===== src/rtl/vec_issue_seq_if.sv =====
// Command, vector-memory and execute-unit signals of the vec_issue_seq sequencer.
// The master side is the sequencer. The slave side is the surrounding datapath.
interface vec_issue_seq_if #(
  parameter int AW = 8,
  parameter int LW = 8
);
  logic          cmd_valid;
  logic          cmd_ready;
  logic [3:0]    cmd_opcode;
  logic [AW-1:0] cmd_src_a;
  logic [AW-1:0] cmd_src_b;
  logic [AW-1:0] cmd_dst;
  logic [LW-1:0] cmd_len;
  logic          rd_en;
  logic [AW-1:0] rd_a_addr;
  logic [AW-1:0] rd_b_addr;
  logic [63:0]   rd_a_data;
  logic [63:0]   rd_b_data;
  logic [3:0]    ex_opcode;
  logic [63:0]   ex_a;
  logic [63:0]   ex_b;
  logic [63:0]   ex_result;
  logic          wr_en;
  logic          wr_ready;
  logic [AW-1:0] wr_addr;
  logic [63:0]   wr_data;
  logic          busy;
  logic          done;
  logic          err;

  modport master (
    input  cmd_valid, cmd_opcode, cmd_src_a, cmd_src_b, cmd_dst, cmd_len,
    input  rd_a_data, rd_b_data, ex_result, wr_ready,
    output cmd_ready, rd_en, rd_a_addr, rd_b_addr, ex_opcode, ex_a, ex_b,
    output wr_en, wr_addr, wr_data, busy, done, err
  );

  modport slave (
    output cmd_valid, cmd_opcode, cmd_src_a, cmd_src_b, cmd_dst, cmd_len,
    output rd_a_data, rd_b_data, ex_result, wr_ready,
    input  cmd_ready, rd_en, rd_a_addr, rd_b_addr, ex_opcode, ex_a, ex_b,
    input  wr_en, wr_addr, wr_data, busy, done, err
  );
endinterface


===== src/rtl/vec_issue_seq.sv =====
// Sequencer that streams one vector command through the int16x4 execute unit:
// read both operands, register them, write the result, then signal done.
module vec_issue_seq #(
  parameter int AW = 8,
  parameter int LW = 8
) (
  input  logic           clk,
  input  logic           rst,
  vec_issue_seq_if.master bus
);

  typedef enum logic [2:0] {
    S_IDLE  = 3'd0,
    S_READ  = 3'd1,
    S_EXEC  = 3'd2,
    S_WRITE = 3'd3,
    S_DONE  = 3'd4
  } state_e;

  function automatic logic is_legal_op(input logic [3:0] op);
    logic legal;
    case (op)
      4'h0:    legal = 1'b1;
      4'h1:    legal = 1'b1;
      4'h4:    legal = 1'b1;
      default: legal = 1'b0;
    endcase
    return legal;
  endfunction

  state_e        state_q, state_d;
  logic [AW-1:0] ptr_a_q, ptr_a_d;
  logic [AW-1:0] ptr_b_q, ptr_b_d;
  logic [AW-1:0] ptr_dst_q, ptr_dst_d;
  logic [LW-1:0] cnt_q, cnt_d;
  logic [3:0]    opcode_q, opcode_d;
  logic          err_flag_q, err_flag_d;
  logic [63:0]   ex_a_q, ex_a_d;
  logic [63:0]   ex_b_q, ex_b_d;
  logic          cmd_ready_q, cmd_ready_d;
  logic          rd_en_q, rd_en_d;
  logic          wr_en_q, wr_en_d;
  logic          busy_q, busy_d;
  logic          done_q, done_d;
  logic          err_q, err_d;

  // Next-state, datapath capture and registered-output decode.
  always_comb begin
    state_d    = state_q;
    ptr_a_d    = ptr_a_q;
    ptr_b_d    = ptr_b_q;
    ptr_dst_d  = ptr_dst_q;
    cnt_d      = cnt_q;
    opcode_d   = opcode_q;
    err_flag_d = err_flag_q;
    ex_a_d     = ex_a_q;
    ex_b_d     = ex_b_q;

    case (state_q)
      S_IDLE: begin
        if (bus.cmd_valid && cmd_ready_q) begin
          opcode_d  = bus.cmd_opcode;
          ptr_a_d   = bus.cmd_src_a;
          ptr_b_d   = bus.cmd_src_b;
          ptr_dst_d = bus.cmd_dst;
          cnt_d     = bus.cmd_len;
          if (!is_legal_op(bus.cmd_opcode)) begin
            err_flag_d = 1'b1;
            state_d    = S_DONE;
          end else if (bus.cmd_len == LW'(0)) begin
            err_flag_d = 1'b0;
            state_d    = S_DONE;
          end else begin
            err_flag_d = 1'b0;
            state_d    = S_READ;
          end
        end else begin
          state_d = S_IDLE;
        end
      end
      S_READ: begin
        state_d = S_EXEC;
      end
      S_EXEC: begin
        ex_a_d  = bus.rd_a_data;
        ex_b_d  = bus.rd_b_data;
        state_d = S_WRITE;
      end
      S_WRITE: begin
        // Pointers only move once the write is taken, so addr/data hold during a stall.
        if (bus.wr_ready) begin
          ptr_a_d   = ptr_a_q + AW'(1);
          ptr_b_d   = ptr_b_q + AW'(1);
          ptr_dst_d = ptr_dst_q + AW'(1);
          cnt_d     = cnt_q - LW'(1);
          if (cnt_q == LW'(1)) begin
            state_d = S_DONE;
          end else begin
            state_d = S_READ;
          end
        end else begin
          state_d = S_WRITE;
        end
      end
      S_DONE: begin
        state_d = S_IDLE;
      end
      default: begin
        state_d = S_IDLE;
      end
    endcase

    cmd_ready_d = (state_d == S_IDLE);
    rd_en_d     = (state_d == S_READ);
    wr_en_d     = (state_d == S_WRITE);
    busy_d      = (state_d != S_IDLE);
    done_d      = (state_d == S_DONE);
    err_d       = (state_d == S_DONE) && err_flag_d;
  end

  // State, datapath and output registers with synchronous reset.
  always_ff @(posedge clk) begin
    if (rst) begin
      state_q     <= S_IDLE;
      ptr_a_q     <= '0;
      ptr_b_q     <= '0;
      ptr_dst_q   <= '0;
      cnt_q       <= '0;
      opcode_q    <= 4'h0;
      err_flag_q  <= 1'b0;
      ex_a_q      <= 64'h0;
      ex_b_q      <= 64'h0;
      cmd_ready_q <= 1'b1;
      rd_en_q     <= 1'b0;
      wr_en_q     <= 1'b0;
      busy_q      <= 1'b0;
      done_q      <= 1'b0;
      err_q       <= 1'b0;
    end else begin
      state_q     <= state_d;
      ptr_a_q     <= ptr_a_d;
      ptr_b_q     <= ptr_b_d;
      ptr_dst_q   <= ptr_dst_d;
      cnt_q       <= cnt_d;
      opcode_q    <= opcode_d;
      err_flag_q  <= err_flag_d;
      ex_a_q      <= ex_a_d;
      ex_b_q      <= ex_b_d;
      cmd_ready_q <= cmd_ready_d;
      rd_en_q     <= rd_en_d;
      wr_en_q     <= wr_en_d;
      busy_q      <= busy_d;
      done_q      <= done_d;
      err_q       <= err_d;
    end
  end

  assign bus.cmd_ready = cmd_ready_q;
  assign bus.rd_en     = rd_en_q;
  assign bus.rd_a_addr = ptr_a_q;
  assign bus.rd_b_addr = ptr_b_q;
  assign bus.ex_opcode = opcode_q;
  assign bus.ex_a      = ex_a_q;
  assign bus.ex_b      = ex_b_q;
  assign bus.wr_en     = wr_en_q;
  assign bus.wr_addr   = ptr_dst_q;
  assign bus.wr_data   = bus.ex_result;
  assign bus.busy      = busy_q;
  assign bus.done      = done_q;
  assign bus.err       = err_q;

endmodule

===== src/flat_wrapper.sv =====
// flat-port wrapper written by rule: the top's interface ports become plain ports
module vec_issue_seq_flat 
#(
  parameter int AW = 8,
  parameter int LW = 8
)
  (clk, rst, bus_cmd_valid, bus_cmd_opcode, bus_cmd_src_a, bus_cmd_src_b, bus_cmd_dst, bus_cmd_len, bus_rd_a_data, bus_rd_b_data, bus_ex_result, bus_wr_ready, bus_cmd_ready, bus_rd_en, bus_rd_a_addr, bus_rd_b_addr, bus_ex_opcode, bus_ex_a, bus_ex_b, bus_wr_en, bus_wr_addr, bus_wr_data, bus_busy, bus_done, bus_err);
  vec_issue_seq_if #(.AW(AW), .LW(LW)) bus_i ();
  input  logic clk;
  input  logic rst;
  input wire logic [$bits(bus_i.cmd_valid)-1:0] bus_cmd_valid;
  input wire logic [$bits(bus_i.cmd_opcode)-1:0] bus_cmd_opcode;
  input wire logic [$bits(bus_i.cmd_src_a)-1:0] bus_cmd_src_a;
  input wire logic [$bits(bus_i.cmd_src_b)-1:0] bus_cmd_src_b;
  input wire logic [$bits(bus_i.cmd_dst)-1:0] bus_cmd_dst;
  input wire logic [$bits(bus_i.cmd_len)-1:0] bus_cmd_len;
  input wire logic [$bits(bus_i.rd_a_data)-1:0] bus_rd_a_data;
  input wire logic [$bits(bus_i.rd_b_data)-1:0] bus_rd_b_data;
  input wire logic [$bits(bus_i.ex_result)-1:0] bus_ex_result;
  input wire logic [$bits(bus_i.wr_ready)-1:0] bus_wr_ready;
  output wire logic [$bits(bus_i.cmd_ready)-1:0] bus_cmd_ready;
  output wire logic [$bits(bus_i.rd_en)-1:0] bus_rd_en;
  output wire logic [$bits(bus_i.rd_a_addr)-1:0] bus_rd_a_addr;
  output wire logic [$bits(bus_i.rd_b_addr)-1:0] bus_rd_b_addr;
  output wire logic [$bits(bus_i.ex_opcode)-1:0] bus_ex_opcode;
  output wire logic [$bits(bus_i.ex_a)-1:0] bus_ex_a;
  output wire logic [$bits(bus_i.ex_b)-1:0] bus_ex_b;
  output wire logic [$bits(bus_i.wr_en)-1:0] bus_wr_en;
  output wire logic [$bits(bus_i.wr_addr)-1:0] bus_wr_addr;
  output wire logic [$bits(bus_i.wr_data)-1:0] bus_wr_data;
  output wire logic [$bits(bus_i.busy)-1:0] bus_busy;
  output wire logic [$bits(bus_i.done)-1:0] bus_done;
  output wire logic [$bits(bus_i.err)-1:0] bus_err;
  assign bus_i.cmd_valid = bus_cmd_valid;
  assign bus_i.cmd_opcode = bus_cmd_opcode;
  assign bus_i.cmd_src_a = bus_cmd_src_a;
  assign bus_i.cmd_src_b = bus_cmd_src_b;
  assign bus_i.cmd_dst = bus_cmd_dst;
  assign bus_i.cmd_len = bus_cmd_len;
  assign bus_i.rd_a_data = bus_rd_a_data;
  assign bus_i.rd_b_data = bus_rd_b_data;
  assign bus_i.ex_result = bus_ex_result;
  assign bus_i.wr_ready = bus_wr_ready;
  assign bus_cmd_ready = bus_i.cmd_ready;
  assign bus_rd_en = bus_i.rd_en;
  assign bus_rd_a_addr = bus_i.rd_a_addr;
  assign bus_rd_b_addr = bus_i.rd_b_addr;
  assign bus_ex_opcode = bus_i.ex_opcode;
  assign bus_ex_a = bus_i.ex_a;
  assign bus_ex_b = bus_i.ex_b;
  assign bus_wr_en = bus_i.wr_en;
  assign bus_wr_addr = bus_i.wr_addr;
  assign bus_wr_data = bus_i.wr_data;
  assign bus_busy = bus_i.busy;
  assign bus_done = bus_i.done;
  assign bus_err = bus_i.err;
  vec_issue_seq #(.AW(AW), .LW(LW)) u_core (.clk(clk), .rst(rst), .bus(bus_i));
endmodule

===== config.mk =====
export PLATFORM = sky130hd
export DESIGN_NAME = vec_issue_seq_flat
export DESIGN_NICKNAME = d
export VERILOG_FILES = /design/src/rtl/vec_issue_seq_if.sv /design/src/rtl/vec_issue_seq.sv /design/src/flat_wrapper.sv
export SDC_FILE = /design/constraint.sdc
export NUM_CORES = 1
export LEC_CHECK = 0
export CAP_MARGIN = 10
export CORE_AREA = 2 2 179 181
export CTS_CLUSTER_DIAMETER = 200
export DETAILED_ROUTE_END_ITERATION = 6
export DIE_AREA = 0 0 181 183
export MAX_ROUTING_LAYER = met4
export PLACE_DENSITY = 0.58
export SLEW_MARGIN = 20
export SYNTH_ARGS = -nofsm -noshare
export SYNTH_HDL_FRONTEND = slang
export SYNTH_SLANG_ARGS = --single-unit

===== constraint.sdc =====
create_clock -name clk -period 1.63 [get_ports clk]
set_input_delay 0.326 -clock clk [delete_from_list [all_inputs] [get_ports clk]]
set_output_delay 0.326 -clock clk [all_outputs]
set_load 0.05 [all_outputs]

==> results.toml <==
[outcome]
outcome = "finished, final reports clean"

[yosys]
synth_xor_area_frac = 0
ys_warn_count = 0
synth_area_mm2 = 0.00731
synth-edff-count = 0
synthTopCellsByArea = "dfxtp_1, nand2_1, a21oi_1"
synth_nets = 1165
ys_seq_area_frac = 0.476
synth_compound_area_frac = 0.171
synth-simple-area-share = 0.225
yosysTopAreaCell = "dfxtp_1"
ys_ff_latch = 174
synth_top_family_by_area = "simple AND/OR/NAND/NOR gates"
synth.avg_cell_area_um2 = 7.88
ys.flop_type = "dfxtp_1"
synth_fa_ha_area_frac = 0.00855
netlist.area_leader.share = 0.476
syn_inst = 928
yosysUniqueCellTypes = 47
muxShareOfSynthArea = 0.00684
synthArstFlopShare = 0

[final_layout]
final_cell_mix = "nand2_1, buf_4, clkdlybuf4s50_1"
multi_input_area_mm2 = 0.00310
antennaDiodeCount = 0
layout.nets = 1430
layout_commonest_cell = "nand2_1"
final_area_mm2 = 0.0112
seqCellArea_mm2 = 0.00351
nFillCells = 3290
layout-drive-gt1-share = 0.226
syn_to_final_growth_pct = 53.6

[critical_path]
cp_data_required_time_ns = 1.95
path_max_fanout = 4
critPathKind = "reg2reg"
max_stage_delay_ns = 0.38
cp-end-kind = "register"
worst_setup_path_start_kind = "register"
cp.arrival_ns = 1.91
slowest_stage = "or3b_4"
r2r_cells = 6
crit_chain = "inv_4 -> ha_4 -> or3b_4 -> or3_4 -> a21oi_2 -> o32ai_1"

[sta]
max_freq_mhz = 628
skew_ns = 0.00872
setup_tns_ns = 0
setup_viol = 0
finalHoldViolCount = 0
tightestPinTransition_ns = 0.436
drv_slew = 0
layout_worst_path_cycle_share = 0.977
rsz0062_at_grt = "yes"
fin_crit_ns = 1.59
max-slew-margin-rel = 0.709

[global_route]
grt_pass1_vias = 6911
grt_util_all_layers = 0.147
grt_max_degree = 85
grt_antenna_before_repair = 0
grt_first_pass_wirelength_um = 37100
grt_overflow_total = 0

[clocking]
htree_levels = 4
cts.sinks = 174
insertion_delay_ns = 0.44
cts_root_buf = "clkbuf_16"
cts_tree = "done"
hold_buffers = 0
cts_max_path_buffers = 2
numCtsBuffers = 17
cts.clk_slew.worst_paths_ns = 0.07

[pwr]
powerDensity_mw_per_mm2 = 985
max-vdd-ir-drop_mv = 0.822
p_leak_nw = 4.35

[detailed_routing]
drt_iter0_drc = 317
viasPerCell = 4.42
antenna_left = 0
detail_route.wl_per_cell_um = 15.1
drt_wl_total_um = 24300
drtPass1Iterations = 6
route.detailed.drc = 0
vias = 7104

[placed_design]
gp_congestion = 0.778
hpwl_um = 17200
io_buffers = 329
placed_area_mm2 = 0.0105

[floorplan]
rows = 65
initial_utilization = 0.234
ios = 458
die-area_mm2 = 0.0331
die_w_um = 181
coreArea_mm2 = 0.0312
die_h_um = 183

[worst_hold_path]
hold_class = "in2reg"
min_path_cells = 2

[flow_run]
drv_cap = 0
-- area by class of cell --
type / count / share of cell area
Sequential cell: 174 / 0.312
Timing Repair Buffer: 374 / 0.306
Multi-Input combinational cell: 614 / 0.276
Tap cell: 402 / 0.0448
Clock buffer: 17 / 0.0379
Clock inverter: 15 / 0.0182
Inverter: 12 / 0.00446
-- logic make-up (layout without fill, tap and decap cells) --
family / Yosys count / after routing
mux: 5 / 5
simple gates: 379 / 379
compound gates: 225 / 225
flops: 174 / 174
fa+ha+maj: 5 / 5
buf+inv: 140 / 418
-- what timing repair did --
item	in CTS	in global routing
resized for setup	7	18
cloned	0	1
endpoints found under the setup margin	68	12
pin swaps	1	6
buffers inserted	0	2
hold endpoints to repair	0	0
-- report_power, final --
part	internal [mW]	switching (mW)	total, mW
logic	0.930	1.11	2.04
clock network	2.59	1.86	4.45
registers	4.43	0.158	4.58
total	7.94	3.12	11.1
-- synthesized netlist by cell type (2+ instances only) --
| master | number |
|---|---|
| nor4bb_1 | 2 |
| inv_1 | 12 |
| and3b_1 | 2 |
| buf_4 | 65 |
| a311oi_1 | 6 |
| a211o_1 | 2 |
| nor4_1 | 3 |
| nor3_1 | 8 |
| clkbuf_1 | 24 |
| ha_1 | 5 |
| nand4_1 | 2 |
| a21oi_1 | 156 |
| nand2b_1 | 3 |
| nor2_1 | 30 |
| a21o_1 | 2 |
| nand2_1 | 278 |
| o21ai_0 | 34 |
| o31a_1 | 4 |
| a211oi_1 | 5 |
| o32ai_1 | 5 |
| mux2i_1 | 5 |
| nor3b_1 | 9 |
| or4_1 | 2 |
| o211ai_1 | 2 |
| a31o_1 | 2 |
| or3b_2 | 2 |
| or3_1 | 5 |
| buf_2 | 38 |
| and3_1 | 3 |
| dfxtp_1 | 174 |
| nand3_1 | 9 |
| and2_1 | 14 |
-- per-layer routing --
layer / track usage / wire length, um / vias to the layer above
li1: - / - / 3565
met4: 0.0628 / 691 / 0
met2: 0.229 / 11400 / 252
met3: 0.0457 / 1620 / 41
met5: - / 0 / -
met1: 0.175 / 10500 / 3246
-- through the flow --
step / setup slack [ns] / hold WS, ns / cells / util / power (mW)
5_1_grt: -0.0275 / 0.221 / 1608 / 0.360 / 11.5
2_1_floorplan: 0.00256 / 0.447 / 928 / - / 6.09
3_3_place_gp: -0.243 / 0.442 / 1573 / 0.335 / 6.63
6_report: 0.0380 / 0.234 / 1608 / 0.360 / 11.1
4_1_cts: 0.0149 / 0.204 / 1605 / 0.356 / 11.2
3_5_place_dp: -0.347 / 0.447 / 1573 / 0.335 / 6.64
-- state kept, by name, summed over array words and instances, names as in the netlist --
| name | count |
|---|---|
| u_core.bus.ex_a | 64 |
| u_core.bus.ex_b | 64 |
| u_core.bus.rd_a_addr | 8 |
| u_core.bus.rd_b_addr | 8 |
| u_core.bus.wr_addr | 8 |
| u_core.cnt_q | 8 |
| u_core.bus.ex_opcode | 4 |
| u_core.state_q | 3 |
| u_core.bus.busy | 1 |
| u_core.bus.cmd_ready | 1 |
| u_core.bus.done | 1 |
| u_core.bus.err | 1 |
| u_core.bus.rd_en | 1 |
| u_core.bus.wr_en | 1 |
| u_core.err_flag_q | 1 |
-- final timing paths --
kind / start / to / slack (ns)
max reg2reg: u_core.cnt_q[1] / u_core.cnt_q[6] / 0.04
min reg2reg: u_core.bus.ex_a[48] / u_core.bus.ex_a[48] / 0.45
max: u_core.cnt_q[1] / u_core.cnt_q[6] / 0.04
min: rst / u_core.cnt_q[1] / 0.23
-- worst max-delay path: cells and delay by family (launching register included) --
family,cells,cell delay [ns]
AOI/OAI and AO/OA,2,0.20
adders and majority gates,1,0.13
buffers and inverters,1,0.06
DFF,1,0.37
and+or+nand+nor,2,0.71
(Power assumes the default switching activity.)
